File: config.mk
export PLATFORM = sky130hd
export DESIGN_NAME = controle_jogo_memoria
export DESIGN_NICKNAME = d
export VERILOG_FILES = /design/src/rtl/controle_jogo_memoria_pkg.sv /design/src/rtl/controle_jogo_memoria_contador.sv /design/src/rtl/controle_jogo_memoria.sv
export SDC_FILE = /design/constraint.sdc
export NUM_CORES = 1
export LEC_CHECK = 0
export ABC_CLOCK_PERIOD_IN_PS = 6400
export CAP_MARGIN = 20
export CORE_UTILIZATION = 59
export CTS_CLUSTER_DIAMETER = 150
export DETAILED_ROUTE_END_ITERATION = 7
export PLACE_DENSITY = 0.86
export SLEW_MARGIN = 20
export SYNTH_ARGS = -nofsm -noshare
export SYNTH_HDL_FRONTEND = slang
export SYNTH_HIERARCHICAL = 1
export SYNTH_SLANG_ARGS = --single-unit
File: constraint.sdc
create_clock -name clock -period 6.4 [get_ports clock]
set_input_delay 1.28 -clock clock [delete_from_list [all_inputs] [get_ports clock]]
set_output_delay 1.28 -clock clock [all_outputs]
set_load 0.1 [all_outputs]
File: src/rtl/controle_jogo_memoria_pkg.sv
// Shared state codes, button encodings and default timing for the memory-game controller.
package controle_jogo_memoria_pkg;

  localparam int N_RODADAS_DEF = 16;
  localparam int T_TIMEOUT_DEF = 5000;
  localparam int T_MOSTRA_DEF  = 1000;

  typedef enum logic [3:0] {
    INICIAL        = 4'd0,
    PREPARA        = 4'd1,
    MOSTRA         = 4'd2,
    ESPERA_JOGADA  = 4'd3,
    REGISTRA       = 4'd4,
    COMPARA        = 4'd5,
    ESPERA_NOVA    = 4'd6,
    REGISTRA_NOVA  = 4'd7,
    ESCREVE_NOVA   = 4'd8,
    PROXIMA_RODADA = 4'd9,
    FIM_GANHOU     = 4'd10,
    FIM_PERDEU     = 4'd11,
    FIM_TIMEOUT    = 4'd12
  } estado_t;

  localparam logic [3:0] BOTAO_0 = 4'b0001;
  localparam logic [3:0] BOTAO_1 = 4'b0010;
  localparam logic [3:0] BOTAO_2 = 4'b0100;
  localparam logic [3:0] BOTAO_3 = 4'b1000;

endpackage

File: src/rtl/controle_jogo_memoria_contador.sv
// Loadable down-counter; fim flags the last cycle of an enabled count.
module contador_timeout #(
  parameter int W = 4
) (
  input  logic         clock,
  input  logic         reset,
  input  logic         clear,
  input  logic         enable,
  input  logic [W-1:0] valor,
  output logic         fim
);

  logic [W-1:0] conta;

  // clear loads duration-1 so fim rises on the duration-th enabled cycle
  always_ff @(posedge clock) begin
    if (reset)                         conta <= '0;
    else if (clear)                    conta <= valor;
    else if (enable && conta != '0)    conta <= conta - W'(1);
  end

  assign fim = enable && (conta == '0);

endmodule

File: src/rtl/controle_jogo_memoria.sv
// Memory-game control unit: shows play 0, runs repeat/insert rounds, detects win/loss/timeout.
module controle_jogo_memoria
  import controle_jogo_memoria_pkg::*;
#(
  parameter int N_RODADAS = N_RODADAS_DEF,
  parameter int ADDR_W    = 4,
  parameter int T_TIMEOUT = T_TIMEOUT_DEF,
  parameter int T_MOSTRA  = T_MOSTRA_DEF
) (
  input  logic              clock,
  input  logic              reset,
  input  logic              iniciar,
  input  logic [3:0]        botoes,
  input  logic [3:0]        mem_dado,
  output logic [ADDR_W-1:0] mem_endereco,
  output logic              mem_escreve,
  output logic [3:0]        mem_dado_escrita,
  output logic [3:0]        leds,
  output logic              pronto,
  output logic              ganhou,
  output logic              perdeu,
  output logic              db_timeout,
  output logic [ADDR_W-1:0] db_rodada,
  output logic [3:0]        db_estado
);

  localparam int T_MAX = (T_TIMEOUT > T_MOSTRA) ? T_TIMEOUT : T_MOSTRA;
  localparam int TW    = (T_MAX > 1) ? $clog2(T_MAX) : 1;

  estado_t           estado, prox;
  logic [3:0]        botoes_q, jogada_reg;
  logic [ADDR_W-1:0] rodada, endereco;
  logic              jogada, espera;
  logic              tmr_clear, tmr_en, tmr_fim;
  logic [TW-1:0]     tmr_valor;

  assign jogada = (botoes != 4'd0) && (botoes_q == 4'd0);
  assign espera = (estado == ESPERA_JOGADA) || (estado == ESPERA_NOVA);

  always_ff @(posedge clock) begin
    if (reset) estado <= INICIAL;
    else       estado <= prox;
  end

  always_comb begin
    prox         = estado;
    mem_endereco = endereco;
    mem_escreve  = 1'b0;
    leds         = 4'd0;
    tmr_en       = 1'b0;
    case (estado)
      INICIAL:        if (iniciar) prox = PREPARA;
      PREPARA:        prox = MOSTRA;
      MOSTRA: begin
        mem_endereco = '0;
        leds         = mem_dado;
        tmr_en       = 1'b1;
        if (tmr_fim) prox = ESPERA_JOGADA;
      end
      // a play on the expiry cycle wins over the timeout
      ESPERA_JOGADA: begin
        tmr_en = 1'b1;
        if (jogada)       prox = REGISTRA;
        else if (tmr_fim) prox = FIM_TIMEOUT;
      end
      REGISTRA: begin
        leds = jogada_reg;
        prox = COMPARA;
      end
      COMPARA: begin
        if (jogada_reg != mem_dado)                  prox = FIM_PERDEU;
        else if (endereco < rodada)                  prox = ESPERA_JOGADA;
        else if (rodada == ADDR_W'(N_RODADAS - 1))   prox = FIM_GANHOU;
        else                                         prox = ESPERA_NOVA;
      end
      ESPERA_NOVA: begin
        tmr_en = 1'b1;
        if (jogada)       prox = REGISTRA_NOVA;
        else if (tmr_fim) prox = FIM_TIMEOUT;
      end
      REGISTRA_NOVA: begin
        leds = jogada_reg;
        prox = ESCREVE_NOVA;
      end
      ESCREVE_NOVA: begin
        mem_endereco = rodada + ADDR_W'(1);
        mem_escreve  = !reset;
        prox         = PROXIMA_RODADA;
      end
      PROXIMA_RODADA: prox = ESPERA_JOGADA;
      FIM_GANHOU, FIM_PERDEU, FIM_TIMEOUT:
                      if (iniciar) prox = PREPARA;
      default:        prox = INICIAL;
    endcase
  end

  // one timer serves MOSTRA and both wait states; reloaded on every state change
  assign tmr_clear = (prox != estado);
  assign tmr_valor = (prox == MOSTRA) ? TW'(T_MOSTRA - 1) : TW'(T_TIMEOUT - 1);

  contador_timeout #(.W(TW)) u_timer (
    .clock  (clock),
    .reset  (reset),
    .clear  (tmr_clear),
    .enable (tmr_en),
    .valor  (tmr_valor),
    .fim    (tmr_fim)
  );

  always_ff @(posedge clock) begin
    if (reset) begin
      botoes_q   <= 4'd0;
      jogada_reg <= 4'd0;
      rodada     <= '0;
      endereco   <= '0;
    end else begin
      botoes_q <= botoes;
      if (jogada && espera) jogada_reg <= botoes;
      case (estado)
        PREPARA: begin
          rodada   <= '0;
          endereco <= '0;
        end
        COMPARA:        if (prox == ESPERA_JOGADA) endereco <= endereco + ADDR_W'(1);
        PROXIMA_RODADA: begin
          rodada   <= rodada + ADDR_W'(1);
          endereco <= '0;
        end
        default: ;
      endcase
    end
  end

  assign mem_dado_escrita = jogada_reg;
  assign pronto           = (estado == FIM_GANHOU) || (estado == FIM_PERDEU) || (estado == FIM_TIMEOUT);
  assign ganhou           = (estado == FIM_GANHOU);
  assign perdeu           = (estado == FIM_PERDEU) || (estado == FIM_TIMEOUT);
  assign db_timeout       = (estado == FIM_TIMEOUT);
  assign db_rodada        = rodada;
  assign db_estado        = estado;

endmodule

==> results_dict.tcl <==
set metrics [dict create \
    synth_cells 287 \
    p_per_area_nw_per_um2 274.2 \
    maxCapViolations 0 \
    p_leak_nw 1.039 \
    n_antenna_cell 0 \
    io_pins 36 \
    placed_cells 366 \
    required_ns 5.12 \
    cts_max_level 2 \
    synth_flop_cell "dfxtp_1" \
    setup_viol 0 \
    instances_no_fill 374 \
    worstPathArrival_ns 3.50 \
    drc_errors 0 \
    hold_viol 0 \
    firstDrtPassIters 4 \
    ys_warn_count 6 \
    grt_pass1_wl_microns 9639 \
    root_buffer "clkbuf_8" \
    slew_violations 0 \
    num_rows 22 \
    worst_slew_pin_slew_ns 1.000 \
    fillers 278 \
    end_kind "output port" \
    relSlewSlack 0.3312 \
    cts_resized 0 \
    cts_setup_buffers 0 \
    cts_tree "yes" \
    hp-class "flop to flop" \
    grt_pass1_vias 2004 \
    cpMaxStageDelayCell "clkdlybuf4s50_1" \
    synth_most_common_cell "nor2_1" \
    whs_path_depth 2 \
    timing.setup.tns_ns 0 \
    synth.area.top_cells "dfxtp_1 (28%), nor2_1 (6.8%), ha_1 (3.7%)" \
    gp_congestion 0.9167 \
    syn_avg_cell_area_sq_um 8.244 \
    gr-total-overflow 0 \
    antenna_found_initial 0 \
    areaGrowthSynthToFinish_pct 21.21 \
    cp_cell_sequence "clkdlybuf4s50_1 -> buf_4 -> nor4_1 -> clkdlybuf4s50_1" \
    cts_hold_buf 0 \
    grt_use_total 0.2922 \
    vias 2249 \
    fin_hold_ws_ns 0.5380 \
    synth_cell_types 67 \
    clockBufferDepth 2 \
    multi_input_area_sq_um 1599 \
    max_freq_mhz 209.0 \
    clock-sinks 33 \
    wl_per_cell_microns 15.11 \
    route.met2.wl_microns 2563 \
    fin_skew_ns 0.009977 \
    regArea_sq_um 660.6 \
    wl_met3_microns 353 \
    cp-start-kind "input pin" \
    ir_drop_mv 0.2164 \
    critPathMaxFanout 32 \
    nets 343 \
    utilization 0.7660 \
    rsz0062_at_grt "false" \
    initial_core_util 0.6320 \
    synth-edff-count 0 \
    path_common_cell "clkdlybuf4s50_1" \
    critPathMaxStageDelay_ns 1.23 \
    die-area_sq_um 4267 \
    drtAntennaViolNets 0 \
    die_height_microns 65.33 \
    drtIter0Drc 247 \
    wl_met1_microns 2631 \
    highest_layer "met4" \
    synth_top_area_cell "dfxtp_1" \
    ys_ff_latch 33 \
    final.min_clock_period_ns 4.784 \
    drive_above_1_share 0.09816 \
    numCtsBuffers 5 \
    io_buffers 35 \
    netlist_area_sq_um 2366 \
    async_reset_ff_frac 0 \
    path_class "input pin to output port" \
    yosysTopAreaCellShare 0.2792 \
    r2r_cells 13 \
    clk_latency_ns 0.29 \
    ys_top_cells_by_count "nor2_1 (43), dfxtp_1 (33), nand2_1 (15), o21ai_0 (13), inv_1 (12)" \
    grt_max_degree 33 \
    status "finished, final reports clean" \
    wl_microns 5650 \
    die_x_microns 65.33 \
    period_share 0.7475 \
    cts.reportedPaths.clkPinSlew_ns 0.07 \
    coreArea_sq_um 3744 \
    hpwlAfterDp_microns 3990 \
    viasPerCell 6.013 \
    synth-seq-area-share 0.2792 \
]
## stage by stage
stage          total power [mW]  worst slack, ns  area (sq um)
6_report                 0.7865            1.616          2868
5_1_grt                  0.8292            1.385          2868
4_1_cts                  0.7837            1.645          2868
3_5_place_dp             0.5500            1.640          2734
3_3_place_gp             0.5455            1.762          2734
2_1_floorplan            0.4982           0.7733          2396
## final cells by class
class | instances | area share
clock buffer | 5 | 0.02400
clock inverter | 3 | 0.02269
inverter | 13 | 0.01702
multi-input combinational | 235 | 0.5576
sequential | 33 | 0.2304
tap | 48 | 0.02094
timing repair buffer | 37 | 0.1274
## worst paths after layout
path                startpoint                end  slack, ns
min          u_timer/conta[12]  u_timer/conta[12]       0.54
max                      reset        mem_escreve       1.62
max reg2reg       db_estado[1]   u_timer/conta[5]       2.30
min reg2reg  u_timer/conta[12]  u_timer/conta[12]       0.54
## routing by layer
metal,track usage,vias to the layer above
met4,0.1060,0
met2,0.4433,74
met3,0.05556,10
met5,0,-
met1,0.4081,1046
li1,-,1119
## layout by cell type, fill, tap and decap left out, types with 7 or more instances in the layout
cell type        instances
a211oi_1                 7
a21oi_1                 11
a22oi_1                  8
clkdlybuf4s50_1         35
conb_1                  10
dfxtp_1                 33
ha_1                     7
inv_1                   12
mux2i_1                  8
nand2_1                 15
nor2_1                  43
nor2b_1                  7
nor3_1                  11
o21ai_0                 13
xnor2_1                  8
## kinds of logic (layout without fill, tap and decap cells)
logic type      count (synthesis)  count (layout)  share of synthesized area
flops                          33              33                     0.2792
xor+xnor                       13              13                    0.04812
other cells                     2              10                   0.003174
compound gates                 70              70                     0.2221
buf+inv                        27              58                    0.05764
fa+ha+maj                       7               7                    0.03702
simple gates                  125             125                     0.3094
mux                            10              10                    0.04336
## critical path, delay by kind of cell
family / cells / cell delay (ns)
buffers and inverters: 3 / 1.86
AND/OR/NAND/NOR: 1 / 0.35
## registers in the layout, summed over array words and instances, names as in the netlist
signal / flops
u_timer/conta: 13
botoes_q: 4
db_estado: 4
db_rodada: 4
endereco: 4
mem_dado_escrita: 4
## power by group
group | internal, mW | total [mW] | switching [mW] | leakage, nW
clock | 0.155 | 0.234 | 0.0791 | 0.0681
sequential | 0.231 | 0.274 | 0.0436 | 0.271
combinational | 0.109 | 0.278 | 0.169 | 0.701
total | 0.495 | 0.786 | 0.292 | 1.04
(Power assumes the default switching activity.)
